$ cat config.mk
export PLATFORM = sky130hd
export DESIGN_NAME = dctm
export DESIGN_NICKNAME = d
export VERILOG_FILES = /design/src/rtl/dctm_pkg.sv /design/src/rtl/dctm_mul8x8.sv /design/src/rtl/dctm.sv
export SDC_FILE = /design/constraint.sdc
export NUM_CORES = 1
export LEC_CHECK = 0
export BUFFER_PORTS_ARGS = -buffer_cell sky130_fd_sc_hd__buf_2
export CORE_ASPECT_RATIO = 1.2
export CORE_MARGIN = 1
export CORE_UTILIZATION = 55
export DETAILED_ROUTE_END_ITERATION = 12
export PLACE_DENSITY_LB_ADDON = 0.25
export SKIP_CTS_REPAIR_TIMING = 1
export SYNTH_ARGS = -nofsm -noshare
export SYNTH_HDL_FRONTEND = slang
export SYNTH_SLANG_ARGS = --single-unit
export TNS_END_PERCENT = 30
$ cat constraint.sdc
create_clock -name clk -period 13.15 [get_ports clk]
set_input_delay 1.315 -clock clk [delete_from_list [all_inputs] [get_ports clk]]
set_output_delay 1.315 -clock clk [all_outputs]
set_load 0.02 [all_outputs]
$ cat src/rtl/dctm_pkg.sv
`default_nettype none
// ============================================================================
// Module      : dctm_pkg
// Description : Shared widths, rounding/saturation constants and CSA helper
//               for the DCT coefficient multiplier.
// Revision    : 1.0 - initial release
// ============================================================================
package dctm_pkg;

    localparam int PIX_W     = 8;
    localparam int COEF_FRAC = 7;
    localparam int ROUND_K   = 64;
    localparam int SAT_MAX   = 255;

    typedef logic [PIX_W-1:0]   pix_t;
    typedef logic [PIX_W-1:0]   coef_t;
    typedef logic [2*PIX_W-1:0] prod_t;

    typedef struct packed {
        prod_t s;
        prod_t c;
    } csa_t;

    // Carry-out of the top bit is dropped: the true product always fits in
    // prod_t, so every intermediate sum is exact modulo 2^16.
    function automatic csa_t csa3(input prod_t x, input prod_t y, input prod_t z);
        csa_t r;
        r.s = x ^ y ^ z;
        r.c = ((x & y) | (x & z) | (y & z)) << 1;
        return r;
    endfunction

endpackage
`default_nettype wire

$ cat src/rtl/dctm_mul8x8.sv
`default_nettype none
// ============================================================================
// Module      : dctm_mul8x8
// Description : Combinational unsigned 8x8->16 array multiplier built from
//               shifted partial products, a carry-save tree and a ripple adder.
// Revision    : 1.0 - initial release
// ============================================================================
module dctm_mul8x8
    import dctm_pkg::*;
(
    input  pix_t  i_a,
    input  coef_t i_b,
    output prod_t o_prod
);

    localparam int c_PW = 2 * PIX_W;

    prod_t w_pp [PIX_W];

    generate
        for (genvar i = 0; i < PIX_W; i++) begin : g_pp
            assign w_pp[i] = prod_t'({{PIX_W{1'b0}}, i_a & {PIX_W{i_b[i]}}} << i);
        end
    endgenerate

    csa_t  w_l1_0, w_l1_1, w_l2_0, w_l2_1, w_l3_0, w_l4_0;
    prod_t w_x, w_y;

    // 8 rows -> 6 -> 4 -> 3 -> 2 before the carry-propagate adder
    always_comb begin
        w_l1_0 = csa3(w_pp[0], w_pp[1], w_pp[2]);
        w_l1_1 = csa3(w_pp[3], w_pp[4], w_pp[5]);
        w_l2_0 = csa3(w_l1_0.s, w_l1_0.c, w_l1_1.s);
        w_l2_1 = csa3(w_l1_1.c, w_pp[6], w_pp[7]);
        w_l3_0 = csa3(w_l2_0.s, w_l2_0.c, w_l2_1.s);
        w_l4_0 = csa3(w_l3_0.s, w_l3_0.c, w_l2_1.c);
        w_x    = w_l4_0.s;
        w_y    = w_l4_0.c;
    end

    logic [c_PW-1:0] w_cy;
    logic [c_PW-1:0] w_sum;

    assign w_cy[0] = 1'b0;

    generate
        for (genvar i = 0; i < c_PW; i++) begin : g_rca
            assign w_sum[i] = w_x[i] ^ w_y[i] ^ w_cy[i];
            if (i < c_PW - 1) begin : g_cy
                assign w_cy[i+1] = (w_x[i] & w_y[i]) | (w_x[i] & w_cy[i]) | (w_y[i] & w_cy[i]);
            end
        end
    endgenerate

    assign o_prod = w_sum;

endmodule
`default_nettype wire

$ cat src/rtl/dctm.sv
`default_nettype none
// ============================================================================
// Module      : dctm
// Description : Two-stage pixel x Q1.7 coefficient multiplier with
//               round-half-up and saturation to 8 bits.
// Revision    : 1.0 - initial release
// ============================================================================
module dctm
    import dctm_pkg::*;
#(
    parameter int W    = 8,
    parameter int FRAC = 7
) (
    input  logic         clk,
    input  logic         rst,
    input  logic [W-1:0] a,
    input  logic [W-1:0] b,
    output logic [W-1:0] p
);

    localparam int c_PROD_W = 2 * W;
    localparam int c_Q_W    = c_PROD_W + 1 - FRAC;

    logic [W-1:0]        r_a_q, r_b_q, r_p_q;
    logic [W-1:0]        w_a_d, w_b_d, w_p_d;
    prod_t               w_prod;
    logic [c_PROD_W:0]   w_rnd;
    logic [c_Q_W-1:0]    w_q;

    dctm_mul8x8 u_mul (
        .i_a    (r_a_q),
        .i_b    (r_b_q),
        .o_prod (w_prod)
    );

    always_comb begin
        w_a_d = a;
        w_b_d = b;
        w_rnd = {1'b0, w_prod} + (c_PROD_W+1)'(ROUND_K);
        w_q   = w_rnd[c_PROD_W:FRAC];
        // Any set bit above the result width means the value exceeds SAT_MAX
        w_p_d = (|w_q[c_Q_W-1:W]) ? W'(SAT_MAX) : w_q[W-1:0];
    end

    always_ff @(posedge clk or posedge rst) begin
        if (rst) begin
            r_a_q <= '0;
            r_b_q <= '0;
            r_p_q <= '0;
        end else begin
            r_a_q <= w_a_d;
            r_b_q <= w_b_d;
            r_p_q <= w_p_d;
        end
    end

    assign p = r_p_q;

endmodule
`default_nettype wire

; ---- After elaboration in Yosys (flattened, before gate mapping)
; Index checks and enable logic that the tools add are counted.
[word_totals]
reg_bits = 24
inputBits = 18
out_inout_bits = 8
elab_cells = 151
[classes]
addsub = 1
mux = 1
bitwise_logic = 145
reduce_logical = 1
[op_table]
columns = op, count
row1 = $and A15 B15 Y15, 10
row2 = $or A15 B15 Y15, 10
row3 = $xor A16 B16 Y16, 6
row4 = $and A8 B8 Y8, 8
row5 = $and A1 B1 Y1, 40
row6 = $xor A1 B1 Y1, 29
row7 = $or A1 B1 Y1, 26
row8 = $add A16 B7 Y17 const B, 1
row9 = $xor A16 B14 Y16, 1
row10 = $xor A16 B15 Y16, 1
row11 = $and A14 B15 Y15, 1
row12 = $and A15 B14 Y15, 1
row13 = $or A15 B10 Y15, 1
row14 = $or A15 B13 Y15, 1
row15 = $and A11 B13 Y13, 1
row16 = $and A12 B13 Y13, 1
row17 = $xor A12 B13 Y13, 1
row18 = $and A11 B12 Y12, 1
row19 = $xor A11 B12 Y12, 1
row20 = $and A8 B10 Y10, 1
row21 = $and A9 B10 Y10, 1
row22 = $xor A9 B10 Y10, 1
row23 = $and A8 B9 Y9, 1
row24 = $xor A8 B9 Y9, 1
row25 = 2 further kinds, 2

; ---- Depth between registers and ports, before layout
; Gate-level depths: netlist of run 1.
[depth]
depth_word = 57
mapped_depth = 24
depth_no_buf = 22

; ---- Cells and area by module
; From an unflattened synthesis of run 1, not the netlist that was laid out.
[unflattened]
cells_unflattened = 240
area_unflattened_um2 = 2562.5
[by_module_without_submodules]
columns = mod, instances, cells_per_inst, area_each_um2, seq_area_each_um2
row1 = dctm_mul8x8, 1, 171, 1646.6, 0.0
row2 = dctm, 1, 69, 915.9, 600.6

; ---- Worst setup path before layout of run 1
; No wires, ideal clock.
[synth_path]
kind = register to register
from = register r_a_q[1]
to = register r_p_q[2], in the netlist p[2]
setup_ns = 0.121
t_arrival_ns = 7.571
required_ns = 13.029
slack_ns = 5.458
path_stages_with_launch = 23
path_buffers = 1
period_less_slack_ns = 7.692
path_cell_list = dfrtp_1 -> and2_1 -> fa_1 -> inv_1 -> fa_1 -> fa_1 -> inv_1 -> ha_1 -> fa_1 -> fa_1 -> fa_1 -> fa_1 -> fa_1 -> fa_1 -> fa_1 -> fa_1 -> inv_1 -> fa_1 -> nand3b_1 -> or3_1 -> buf_2 -> or3_4 -> a22o_1
[synth_between]
elab_chain_cells = 53
word_cells_on_any_way = 139
classes_between = add/sub: 1 / mux: 1 / bitwise: 136 / reduce/logical: 1
[synth_rtl]
columns = element, line
row1 = start: declaration, dctm.sv:24  ; logic [W-1:0] r_a_q, r_b_q, r_p_q;
row2 = start signal: assignment, dctm.sv:51  ; r_a_q <= w_a_d;
row3 = $and A8 B8 Y8, dctm_mul8x8.sv:22  ; assign w_pp[i] = prod_t'({{PIX_W{1'b0}}, i_a & {PIX_W{i_b[i]}}} << i);
row4 = "$and A8 B9 Y9, or another cell as far along", dctm_pkg.sv:29  ; r.c = ((x & y) | (x & z) | (y & z)) << 1;
row5 = $or A15 B15 Y15 or $xor A9 B10 Y10 (tied branches), "dctm_pkg.sv:29, dctm_pkg.sv:28"
row6 = "$or A15 B10 Y15, or another cell as far along", dctm_pkg.sv:29
row7 = $xor A16 B16 Y16 or $or A15 B15 Y15 (tied branches), "dctm_pkg.sv:28, dctm_pkg.sv:29"
row8 = "$xor A16 B16 Y16, or another cell as far along", dctm_pkg.sv:28  ; r.s = x ^ y ^ z;
row9 = $xor A16 B16 Y16 or $or A15 B15 Y15 (tied branches), "dctm_pkg.sv:28, dctm_pkg.sv:29"
row10 = "$xor A16 B16 Y16, or another cell as far along", dctm_pkg.sv:28
row11 = (+36 left out), n/a
row12 = $or A1 B1 Y1 (2 in a row), dctm_mul8x8.sv:50  ; assign w_cy[i+1] = (w_x[i] & w_y[i]) | (w_x[i] & w_cy[i]) | (w_y[i] & w_cy[i]);
row13 = $and A1 B1 Y1, dctm_mul8x8.sv:50
row14 = $or A1 B1 Y1 (2 in a row), dctm_mul8x8.sv:50
row15 = $xor A1 B1 Y1, dctm_mul8x8.sv:48  ; assign w_sum[i] = w_x[i] ^ w_y[i] ^ w_cy[i];
row16 = $add A16 B7 Y17 *, dctm.sv:39  ; w_rnd = {1'b0, w_prod} + (c_PROD_W+1)'(ROUND_K);
row17 = $reduce_or A2 Y1, dctm.sv:42  ; w_p_d = (|w_q[c_Q_W-1:W]) ? W'(SAT_MAX) : w_q[W-1:0];
row18 = $mux W8 *, dctm.sv:42
row19 = via w_p_d[2], dctm.sv:25  ; logic [W-1:0] w_a_d, w_b_d, w_p_d;
row20 = end signal: assignment, dctm.sv:53  ; r_p_q <= w_p_d;
row21 = end: declaration, dctm.sv:24
; Mark *: on every way through the listed nets, which the timed path passes. The rest lies on a longest branch.

; ---- Worst setup path in the final report of run 1
[layout_path]
from = register r_b_q[5]
to = register r_p_q[2], in the netlist p[2]
[layout_between]
elab_chain_cells = 41
word_cells_on_any_way = 105
classes_between = add/sub: 1 / mux: 1 / bitwise: 102 / reduce/logical: 1
[layout_rtl]
columns = element, line
row1 = start: declaration, dctm.sv:24
row2 = start signal: assignment, dctm.sv:52  ; r_b_q <= w_b_d;
row3 = $and A8 B8 Y8 *, dctm_mul8x8.sv:22
row4 = $xor A12 B13 Y13, dctm_pkg.sv:28
row5 = $xor A16 B16 Y16 (5 in a row), dctm_pkg.sv:28
row6 = $and A1 B1 Y1, dctm_mul8x8.sv:50
row7 = $or A1 B1 Y1 (2 in a row), dctm_mul8x8.sv:50
row8 = $and A1 B1 Y1, dctm_mul8x8.sv:50
row9 = $or A1 B1 Y1 (2 in a row), dctm_mul8x8.sv:50
row10 = $and A1 B1 Y1, dctm_mul8x8.sv:50
row11 = (+18 left out), n/a
row12 = $or A1 B1 Y1 (2 in a row), dctm_mul8x8.sv:50
row13 = $and A1 B1 Y1, dctm_mul8x8.sv:50
row14 = $or A1 B1 Y1 (2 in a row), dctm_mul8x8.sv:50
row15 = $xor A1 B1 Y1, dctm_mul8x8.sv:48
row16 = $add A16 B7 Y17 *, dctm.sv:39
row17 = $reduce_or A2 Y1, dctm.sv:42
row18 = $mux W8 *, dctm.sv:42
row19 = via w_p_d[2], dctm.sv:25
; Marks and branches as above.

==> summary.md, run 1 <==
| Metric | Value |
|---|---|
| Top cells by area, synth | fa_1 (38%), dfrtp_1 (24%), inv_1 (7.9%), and2_1 (7.9%), ha_1 (6.1%) |
| Fmax | about 0.13 GHz |
| Final nets | roughly 340 |
| Worst vdd ir | around 0.000078 V |
| Largest net degree at the start of global routing | 25 |
| R2R Path Start | r_b_q[5] |
| Final Instance Area | around 2700 µm² |
| Most common cell after layout, fill and taps aside | inv_1 |
| Clock latency on the worst-skew pair | 0.27 ns |
| Fin crit period | between 7 and 8 ns |
| DR vias/cell | between 5 and 6 |
| Clock-pin slew on the worst setup and hold paths | 0.09 ns |
| Critical Path AT | between 8 and 9 ns |
| Fin. max-slew vios | 0 |
| Avg Inst Size Synth | approximately 10 µm² |
| Drt wl/cell | 13.8 µm |
| Post-Route Setup TNS | 0 ns |
| Worst-Margin Slew | 0.896 ns |
| Critical Path Start Type | flip-flop |
| Sequential area share after synthesis | 24.4% |
| Largest area contributor in the netlist | fa_1 |
| Leakage power | around 0.0014 µW |
| Mapped Area | 2470 µm² |
| Clock tree buffer depth | 2 |
| Root buf cell | clkbuf_8 |
| Vias in the first global route | ~1800 |
| DP Wirelength | approximately 3600 µm |
| Final setup vio count | 0 |
| Initial Utilization | roughly 57% |
| Layout cells sized above 1 | roughly 15% |
| Distinct cells, synth | 31 |
| Multi-input gate area | 1660 µm² |
| Via Count | between 1500 and 2000 |
| PortBufs | 25 |
| 1st-iter DRT viols | a little over 100 |
| Worst slew margin | 40.2% |
| Crit path max fanout | 8 |
| Hold Crit Class | reg2reg |
| CTS sink count | 24 |
| Overflow after GRT | 0 |
| Post-Syn Instances | between 200 and 250 |
| Die Wd | about 63 µm |
| Final ANT Viol Nets | 0 |
| Status | completed |
| Crit. Startpoint | r_b_q[5] |
| Hold Path Origin | r_b_q[7] |
| Met2 usage | 43.2% |
| Area after DPL | roughly 2700 µm² |
| IO Count | 26 |
| Most frequent cells in the layout | inv_1 (52), fa_1 (47), nand2_1 (34) |
| Worst Skew | roughly 0.0042 ns |
| Yosys reg bits | 24 |
| Top-area cell type share of the netlist area | a little under two fifths |
| CP Capture Type | flip-flop |
| Initial antenna violation count | 0 |
| Die area | 4760 µm² |
| Synth Warn # | 0 |
| Placed cell count | roughly 320 |
| GR peak layer | met2 |
| Gpl congestion | 0.809 |
| TritonRoute pass-1 iters | 4 |
| Row count | 26 |
| Unrepaired setup endpoints after global routing | no |
| Grt met1 use | a little over a quarter |
| FF/Latch Area | 601 µm² |
| Residual DRC | 0 |
| Antenna fix cells | 0 |
| CTS tree | yes |
| Kind of critical path | reg2reg |
| Overall Global Routing Usage | between 20 and 25% |
| Syn nets | 314 |
| Core area | roughly 4300 µm² |
| Fin. Hold Viols | 0 |
| Routed WL | between 4000 and 5000 µm |
| Period utilization | between 60% and 70% |
| Non-Filler Instances | 320 |
| First-pass GRT wire length | a little under 8000 µm |
| Area grow syn2layout | 10.5% |
| Critical Path RT | 13.32 ns |
| Pwr dens | about 170 nW/µm² |
| Max Cap Violations | 0 |
| Fill count | 396 |
| Die height | about 75 µm |
| CTS buffer count | 3 |
| H-Tree Depth | 1 |
| Met3 Usage GRT | about 1.3% |
[worst max-delay path, stage by stage (launching register included)]
cell and delay, ns:
dfrtp_1 0.49, and2_1 0.21, fa_1 0.53, inv_1 0.05
fa_1 0.51, fa_1 0.54, inv_1 0.04, ha_1 0.30
fa_1 0.44, fa_1 0.39, fa_1 0.40, fa_1 0.43
fa_1 0.46, fa_1 0.46, fa_1 0.46, fa_1 0.42
inv_1 0.08, fa_1 0.43, nand3b_1 0.19, or3_1 0.41
or3_4 0.37, a22o_1 0.20
[flip-flops by register name, summed over array words and instances, names as in the netlist]
register / flops
r_a_q: 8
r_b_q: 8
p: 8
[per-stage QoR]
stage               util (%)  hold WS, ns  power [µW]  setup slack [ns]
floorplan                  -        0.913         335              5.46
global route            63.4         1.12         519              4.83
CTS                     63.4         1.13         472              5.19
detailed placement      61.8         1.11         401              5.19
global placement        61.8         1.11         395              5.26
finish                  63.4         1.12         467              5.24
[path summary, 6_finish.rpt]
path,end,cells after the start,slack (ns)
min in group asynchronous,r_a_q[2],2,1.22
min,p[5],4,1.12
max,p[2],21,5.24
max reg2reg,p[2],21,5.24
min reg2reg,p[5],4,1.12
max in group asynchronous,r_b_q[2],2,11.39
[cells by family (layout without fill, tap and decap cells)]
family / count (synthesis) / in the layout / synth area share, %
buffers and inverters: 54 / 81 / 8.27
DFF: 24 / 24 / 24.4
and+or+nand+nor: 84 / 84 / 18.3
xor gates and xnor gates: 3 / 3 / 1.07
adders and majority gates: 59 / 59 / 44.2
AOI/OAI and AO/OA: 13 / 13 / 3.81
[cells in the mapped netlist]
| cell | count |
|---|---|
| nor4_1 | 1 |
| and3_1 | 1 |
| o31a_1 | 1 |
| nand4b_1 | 1 |
| and3_2 | 4 |
| a31o_2 | 2 |
| o21a_1 | 1 |
| inv_1 | 52 |
| a31oi_1 | 2 |
| or3_1 | 1 |
| xnor2_1 | 2 |
| fa_1 | 47 |
| a21o_2 | 1 |
| nand2b_1 | 1 |
| o21ai_0 | 3 |
| dfrtp_1 | 24 |
| ha_1 | 12 |
| nand3b_1 | 1 |
| buf_2 | 1 |
| nor3_1 | 2 |
| nand2_1 | 34 |
| nand4_2 | 1 |
| o31a_2 | 1 |
| a21oi_1 | 1 |
| nand4_1 | 2 |
| xor2_1 | 1 |
| nor2_1 | 3 |
| or3_4 | 1 |
| a22o_1 | 1 |
| and2_1 | 31 |
| clkbuf_1 | 1 |
[final cells by class]
class / count / area share, %
clock buffer: 3 / 1.52
clock inverter: 1 / 1.10
timing repair buffer: 25 / 4.59
inverter: 52 / 7.17
sequential: 24 / 22.0
tap: 56 / 2.57
multi-input combinational: 159 / 61.0
[layer usage]
metal  part of all wire (%)  vias up  wire, µm
li1                       -      768         -
met1                     40      834      1770
met2                     56       24      2480
met3                    2.1        5        92
met4                    1.4        0        61
met5                      0        -         0
[report_power, final]
| part | internal (µW) | total, µW | switching (µW) |
|---|---|---|---|
| combinational | 134 | 301 | 166 |
| clock | 40.8 | 66.5 | 25.7 |
| sequential | 91.7 | 99.6 | 7.89 |
| total | 267 | 467 | 200 |
Power figures use the tool's default switching activity.
==> run 2, diff against run 1 <==
- clock period: 13.15 -> 8.3 ns (I/O delays scaled with it)
==> run 2 against run 1 <==
Power up 57%. Sequential share of layout area about the same. Critical path depth unchanged. Clock power up 56%. Die area unchanged. Clock-buffer cell count unchanged. Utilization up 0.20 points. Maximum frequency up 0.38%. Via count down 0.12%. Register-to-register slack worse by 4.8 ns. Setup slack worse by 4.8 ns. Cell area up 0.32%.
==> summary.md, run 2 (same netlist as run 1, synthesis figures left out) <==
| Metric | Value |
|---|---|
| Status | completed |
| DP Wirelength | 3620 µm (+1.3%) |
| Initial Utilization | 57.4% (unchanged) |
| H-Tree Depth | 1 (unchanged) |
| 1st-iter DRT viols | 53 (-48%) |
| Multi-input gate area | 1660 µm² (unchanged) |
| Final nets | 343 (+0.29%) |
| First-pass GRT wire length | 7960 µm (+1.1%) |
| Worst slew margin | 40.9% (+0.67 points) |
| Area grow syn2layout | 10.8% |
| Hold Crit Class | in2reg |
| Net Sw Power | 308 µW (+54%) |
| PortBufs | 25 (unchanged) |
| Fmax | 0.127 GHz (+0.38%) |
| Switch share | 42.1% (-0.74 points) |
| Post-route setup slack | 0.424 ns (-4.82 ns) |
| Gpl congestion | 0.814 (+0.61%) |
| Post-Route Setup TNS | 0 ns (unchanged) |
| Fin. max-slew vios | 0 (unchanged) |
| CTS tree | yes |
| Unrepaired setup endpoints after global routing | no |
| Period utilization | 94.9% (+35 points) |
| Cell at the slowest stage of the critical path | fa_1 |
| Leakage power | 0.00136 µW (+0.28%) |
| Largest net degree at the start of global routing | 25 (unchanged) |
| CTS buffer count | 3 (unchanged) |
| TritonRoute pass-1 iters | 4 (unchanged) |
| Routed WL | 4360 µm (-0.98%) |
| Worst-Margin Slew | 0.886 ns (-0.0101 ns) |
| Share of power burned in combinational logic | 64.2% (-0.2 points) |
| Antenna fix cells | 0 (unchanged) |
| Fin crit period | 7.88 ns (-0.0299 ns) |
| Worst path most repeated cell | fa_1 |
| Critical Path RT | 8.47 ns (-4.85 ns) |
| Initial antenna violation count | 0 (unchanged) |
| DR vias/cell | 5.07 (-0.43%) |
| Drt wl/cell | 13.6 µm (-1.3%) |
| Via Count | 1629 (-0.12%) |
| Worst Skew | 0.00595 ns (+0.00170 ns) |
| Vias in the first global route | 1742 (-2.4%) |
| Worst vdd ir | 0.000184 V (+140%) |
| Clock tree buffer depth | 2 (unchanged) |
| Row count | 26 (unchanged) |
| Final setup vio count | 0 (unchanged) |
| Clk pwr share | 14.2% (about the same) |
| Root buf cell | clkbuf_8 |
| Critical Path Start Type | flip-flop |
| Overflow after GRT | 0 (unchanged) |
| Kind of critical path | reg2reg |
| Pre-CTS setup slack | 0.350 ns (-4.84 ns) |
| Most common cell after layout, fill and taps aside | inv_1 |
| Residual DRC | 0 (unchanged) |
| CP Capture Type | flip-flop |
| Util after Layout | 63.6% (+0.20 points) |
| Seq pwr share | 21.5% (+0.2 points) |
| Critical path's largest stage delay | 0.54 ns (about the same) |
| Clock-pin slew on the worst setup and hold paths | 0.09 ns (about the same) |
| Layout cells sized above 1 | 15.5% (+0.70 points) |
| Critical path, cell by cell | and2_1 > fa_1 > inv_1 > fa_1 > fa_1 > inv_1 > ha_1 > fa_1 > fa_1 > fa_1 > fa_1 > fa_1 > fa_1 > fa_1 > fa_1 > inv_1 > fa_1 > nand3b_1 > or3_1 > or3_4 > a22o_1 |
| Clock latency on the worst-skew pair | 0.27 ns (about the same) |
| Die area | 4760 µm² (unchanged) |
| Crit path max fanout | 8 (unchanged) |
| Most frequent cells in the layout | inv_1 (52), fa_1 (47), nand2_1 (34) |
| Die height | 75.4 µm (unchanged) |
| FF/Latch Area | 602 µm² (+0.21%) |
| IO Count | 26 (unchanged) |
| Fin. Hold Viols | 0 (unchanged) |
| Core area | 4290 µm² (unchanged) |
| Max Cap Violations | 0 (unchanged) |
| Die Wd | 63.1 µm (unchanged) |
| Overall Global Routing Usage | 22.5% (+0.24 points) |
| CTS sink count | 24 (unchanged) |
| Power Internal | 423 µW (+59%) |
| Final ANT Viol Nets | 0 (unchanged) |
| Critical Path AT | 8.05 ns (-0.03 ns) |
| Pwr dens | 267 nW/µm² (+56%) |
| Fill count | 374 (-5.6%) |
[run 2: changes by cell type in the layout (fill, tap and decap cells not counted), sizes merged]
cell	previous run	this run
buf	25	26
[run 2: stage by stage]
stage	std cells	hold slack [ns]	power, µW	area, µm²
after floorplan	237	0.845	530	2470
final	321	0.656	731	2730
after global routing	321	0.645	815	2730
after detailed placement	317	0.939	631	2660
after global placement	317	0.938	626	2660
after CTS	321	0.651	741	2730
[run 2: power by group through the flow]
stage	logic, µW	registers, µW	clock network, µW
2_1_floorplan	346	184	0
3_3_place_gp	467	159	0
6_report	469	157	104
3_5_place_dp	472	160	0
4_1_cts	476	157	107
5_1_grt	543	161	111
[run 2: worst max-delay path, delay by kind of cell (launching register included)]
family | cells | cell delay [ns]
AND/OR/NAND/NOR | 4 | 1.17
flip-flops | 1 | 0.49
buffers and inverters | 3 | 0.18
adder cells (fa/ha/maj) | 13 | 5.74
AO/OA/AOI/OAI | 1 | 0.20
[run 2: path summary, 6_finish.rpt]
| kind | slack [ns] | to | from | cells after the start |
|---|---|---|---|---|
| max | 0.42 | p[2] | r_b_q[5] | 21 |
| min | 0.66 | r_a_q[5] | a[5] | 1 |
| max reg2reg | 0.42 | p[2] | r_b_q[5] | 21 |
| min reg2reg | 1.13 | p[5] | r_a_q[7] | 4 |
| max in group asynchronous | 6.97 | r_b_q[5] | rst | 2 |
| min in group asynchronous | 0.73 | r_a_q[5] | rst | 2 |
[run 2: cell type report]
type / instances / share of cell area [%]
Sequential cell: 24 / 22.0
Clock inverter: 1 / 1.10
Multi-Input combinational cell: 159 / 60.8
Tap cell: 56 / 2.56
Timing Repair Buffer: 26 / 4.85
Clock buffer: 3 / 1.51
Inverter: 52 / 7.14
[run 2: per-layer routing]
layer	vias to the layer above	track usage (%)	share of wire [%]
li1	770	-	-
met1	819	28.7	42
met2	31	40.4	53
met3	9	2.10	2.6
met4	0	9.04	2.2
met5	-	0	0
